### src/rtl/psum_drain.sv
// psum_drain: reads num_inp consecutive words from the synchronous psum SRAM, applies optional
// per-lane ReLU and streams them out through a 2-entry buffer on a valid/ready interface.
module psum_drain #(
   parameter int unsigned col     = 4,
   parameter int unsigned psum_bw = 16,
   parameter int unsigned num_inp = 8,
   parameter int unsigned addr_bw = 11
) (
   input  logic                   clk,
   input  logic                   reset,
   input  logic                   start,
   input  logic [addr_bw-1:0]     base_addr,
   input  logic                   relu,
   output logic                   psum_mem_cen,
   output logic [addr_bw-1:0]     psum_mem_addr,
   input  logic [col*psum_bw-1:0] psum_mem_dout,
   output logic [col*psum_bw-1:0] out_data,
   output logic                   out_valid,
   input  logic                   out_ready,
   output logic                   busy,
   output logic                   done
);

   localparam int unsigned CntW  = $clog2(num_inp + 1);
   localparam int unsigned WordW = col * psum_bw;

   typedef enum logic [1:0] {StIdle, StRun, StFin} state_e;

   state_e state_q, state_d;

   logic [addr_bw-1:0] base_q, addr_q;
   logic               relu_q;
   logic [CntW-1:0]    issue_cnt_q, beat_cnt_q;
   logic               inflight_q;
   logic [WordW-1:0]   buf_q [2];
   logic               wr_ptr_q, rd_ptr_q;
   logic [1:0]         count_q;

   logic             accept, issue, beat, push, pop, last_beat;
   logic [WordW-1:0] in_word;

   // State register
   always_ff @(posedge clk) begin
      if (reset) begin
         state_q <= StIdle;
      end else begin
         state_q <= state_d;
      end
   end

   // Next-state logic
   always_comb begin
      state_d = state_q;
      case (state_q)
         StIdle:  if (start) state_d = StRun;
         StRun:   if (last_beat) state_d = StFin;
         StFin:   state_d = StIdle;
         default: state_d = StIdle;
      endcase
   end

   // FSM outputs
   always_comb begin
      busy   = (state_q == StRun);
      done   = (state_q == StFin);
      accept = (state_q == StIdle) && start;
   end

   always_comb begin
      in_word = psum_mem_dout;
      if (relu_q) begin
         for (int i = 0; i < int'(col); i++) begin
            if (psum_mem_dout[i*psum_bw + psum_bw - 1]) in_word[i*psum_bw +: psum_bw] = '0;
         end
      end
   end

   // An empty buffer forwards returning SRAM data directly so the first word appears
   // one cycle after its read and a full-rate stream never stores anything.
   always_comb begin
      out_valid     = (count_q != 2'd0) || inflight_q;
      out_data      = (count_q == 2'd0 && inflight_q) ? in_word : buf_q[rd_ptr_q];
      beat          = out_valid && out_ready;
      pop           = beat && (count_q != 2'd0);
      push          = inflight_q && !(beat && count_q == 2'd0);
      issue         = (state_q == StRun) && (issue_cnt_q < CntW'(num_inp)) &&
                      ((3'(count_q) + 3'(inflight_q)) < 3'd2);
      psum_mem_cen  = !issue;
      psum_mem_addr = issue ? base_q + addr_bw'(issue_cnt_q) : addr_q;
      last_beat     = beat && (beat_cnt_q == CntW'(num_inp - 1));
   end

   always_ff @(posedge clk) begin
      if (reset) begin
         base_q      <= '0;
         addr_q      <= '0;
         relu_q      <= 1'b0;
         issue_cnt_q <= '0;
         beat_cnt_q  <= '0;
         inflight_q  <= 1'b0;
         buf_q[0]    <= '0;
         buf_q[1]    <= '0;
         wr_ptr_q    <= 1'b0;
         rd_ptr_q    <= 1'b0;
         count_q     <= 2'd0;
      end else begin
         if (accept) begin
            base_q      <= base_addr;
            relu_q      <= relu;
            issue_cnt_q <= '0;
            beat_cnt_q  <= '0;
         end else begin
            if (issue) issue_cnt_q <= issue_cnt_q + 1'b1;
            if (beat) beat_cnt_q <= beat_cnt_q + 1'b1;
         end
         inflight_q <= issue;
         addr_q     <= psum_mem_addr;
         if (push) begin
            buf_q[wr_ptr_q] <= in_word;
            wr_ptr_q        <= ~wr_ptr_q;
         end
         if (pop) rd_ptr_q <= ~rd_ptr_q;
         count_q <= count_q + 2'(push) - 2'(pop);
      end
   end

endmodule

### config.mk
export PLATFORM = sky130hd
export DESIGN_NAME = psum_drain
export DESIGN_NICKNAME = d
export VERILOG_FILES = /design/src/rtl/psum_drain.sv
export SDC_FILE = /design/constraint.sdc
export NUM_CORES = 1
export LEC_CHECK = 0
export CAP_MARGIN = 20
export CORE_MARGIN = 5
export CORE_UTILIZATION = 25
export CTS_CLUSTER_SIZE = 16
export DETAILED_ROUTE_END_ITERATION = 10
export PLACE_DENSITY = 0.53
export SYNTH_ARGS = -nofsm -noshare
export SYNTH_HDL_FRONTEND = slang
export SYNTH_SLANG_ARGS = --single-unit
### constraint.sdc
create_clock -name clk -period 5.4 [get_ports clk]
set_input_delay 1.08 -clock clk [delete_from_list [all_inputs] [get_ports clk]]
set_output_delay 1.08 -clock clk [all_outputs]
set_load 0.005 [all_outputs]
==> flow_summary.ini <==
[sta]
period_minus_slack_ps = 4358
relSlewSlack_pct = 34.97
hold_viol_final = 0
whs_ps = 462.7
slew_violations = 0
rsz0062_at_grt = no
max_freq_ghz = 0.2295
fin_tns_setup_ps = 0
setup_viol = 0
skew_ps = 13.36
worst_pin_slew_ps = 972.8
period_share_pct = 80.70

[clocking]
cts_tree = built
insertion_delay_ps = 420
clkSinkCount = 167
cts_hold_buf = 0
post_cts_buffers = 0
cts_buffers = 17
ctsLongestPathBuffers = 2
cts-root-buf = clkbuf_16
post_cts_resized = 0
clkTransAtPathRegs_ps = 70
cts_max_level = 4

[layout]
layout.nets = 986
syn2layout_area_growth_pct = 33.23
final_cell_area_um2 = 10370
antenna_cells = 0
post-route-util_pct = 33.82
layout-drive-gt1-share_pct = 6.044

[drt]
vias = 5963
first_pass_iters = 4
routed_wl_mm = 21.03
antenna_violating_nets_post_route = 0
drc = 0
drt-initial-drc-count = 319
via_per_inst = 4.566
wl_per_cell_um = 16.10

[global_route]
gr-total-overflow = 0
grt_max_degree = 78
track_usage_pct = 11.94
grt_pass1_vias = 6018
grt_pass1_wl_mm = 33.64
antenna_found_initial = 1

[worst_setup_path]
critPathCaptureType = output pin
worstPathMaxFanout = 4
worstSetupStartpointType = flip-flop
arrival_ps = 3280
worstSetupPathType = reg -> out
slowest_stage = a2111oi_0
cp_num_buf_inv = 2
path_cells = ha_1, inv_1, fa_1, nand2b_1, a2111oi_0, xnor2_1, a21oi_1, clkdlybuf4s50_1
slowest_delay_ps = 680
cp_top_family = compound AO/OA/AOI/OAI gates
required_ps = 4320

[logic_synthesis]
synth_top_area_cell = edfxtp_1
synth_ff_type = edfxtp_1
synth_edf_count = 128
synthMuxAreaShare_pct = 0.5946
yosys.area_share.xor_xnor_pct = 1.575
synthSimpleGateAreaFrac_pct = 19.38
synth_compound_area_share_pct = 14.43
synth_area_um2 = 7786
syn_inst = 762
synth.most_common_cell = nor2_1
synthesis.nets = 851
ys.warnings.count = 0
postSynthAreaPerCell_um2 = 10.22
synth_area_leaders = edfxtp_1, dfxtp_1, nor2_1
async_flop_share_pct = 0
ys_seq_area_share_pct = 59.39
synth_top_family_by_area = simple AND/OR/NAND/NOR gates
synth_common_cells = nor2_1, edfxtp_1, nand2_1
yosys.cell_types.count = 48
yosysTopAreaCellShare_pct = 49.37
ys_ff_latch = 167
synthAdderAreaFrac_pct = 1.543

[floorplanning]
io_pins = 159
start_util_pct = 25.39
fp.dieW_um = 186.5
die-area_um2 = 34770
die_y_um = 186.5
rows = 64
core_um2 = 30670

[placed_design]
place_area_um2 = 9794
hpwlAfterDp_mm = 13.20
routabilityCongestion = 0.7262
numPortBuffers = 158

[min_path]
hold_class = reg -> reg

[pwr]
p_leak_nw = 3.929
power_w = 0.003831
cellPowerDensity_nw_per_um2 = 369.3
vdd_drop_max_mv = 0.1623

[status]
outcome = completed

[flow_run]
max-cap-violations = 0
[worst paths after layout]
kind,start,cells after the start,slack [ps],endpoint
max,issue_cnt_q[0],8,1040,psum_mem_addr[10]
min,addr_q[3],2,460,addr_q[3]
max reg2reg,issue_cnt_q[0],7,2880,addr_q[10]
min reg2reg,addr_q[3],2,460,addr_q[3]
[power breakdown]
part           switching, W  internal [W]
Combinational      0.000500      0.000568
Sequential        0.0000803       0.00148
Clock              0.000583      0.000620
[placed cells by master (no fill, tap or decap), drive strengths merged, types with 2 or more instances in the layout]
master	instances
a2111oi	2
a211oi	69
a21oi	75
a22o	8
and2	2
and3	3
buf	11
clkbuf	17
clkdlybuf4s50	158
clkinv	6
dfxtp	39
edfxtp	128
ha	8
inv	18
mux2	2
mux2i	2
nand2	78
nand2b	6
nand3	2
nand4	3
nor2	151
nor2b	72
nor3b	3
o21ai	10
or3	2
xnor2	8
xor2	6
[logic make-up (layout without fill, tap and decap cells)]
logic type / Yosys count / in the layout
fa+ha+maj: 9 / 9
simple gates: 330 / 330
mux: 4 / 4
compound gates: 175 / 175
buf+inv: 63 / 211
xor+xnor: 14 / 14
flops: 167 / 167
[final cells by class]
cell class              instances  area, um^2
repair buffers                169        1689
multi-input cells             532        2944
well taps                     396       495.5
clock inverters                15       153.9
inverters                      10       37.54
fillers                      3088       20300
clock buffers                  17       425.4
flip-flops and latches        167        4628
[flip-flops by register name (all words and copies together), names as in the netlist, named ones only]
signal       cells
issue_cnt_q      4
count_q          2
wr_ptr_q         1
addr_q          11
relu_q           1
beat_cnt_q       4
buf_q          128
rd_ptr_q         1
base_q          11
state_q          2
inflight_q       1
[per-stage QoR]
| step | worst slack (ps) | std cells |
|---|---|---|
| 2_1_floorplan | 618.7 | 762 |
| 3_3_place_gp | 1234 | 1274 |
| 3_5_place_dp | 1233 | 1274 |
| 4_1_cts | 961.7 | 1306 |
| 5_1_grt | 798.7 | 1306 |
| 6_report | 1042 | 1306 |
[routing by layer]
layer	global-route usage, %	routed length [um]	up-vias	part of all wire [%]
met4	2.691	147	2	0.70
met2	19.75	9947	124	47
met5	0	20	-	0.095
met1	15.79	9961	2850	47
met3	3.120	954	12	4.5
li1	-	-	2975	-
[worst register-to-register path: cells and delay by family (launching register included)]
kind / cells / cell delay (ps)
simple gates: 1 / 220
xor+xnor: 1 / 170
flops: 1 / 400
fa+ha+maj: 2 / 620
compound gates: 2 / 950
buf+inv: 1 / 60
Power figures use the tool's default switching activity.
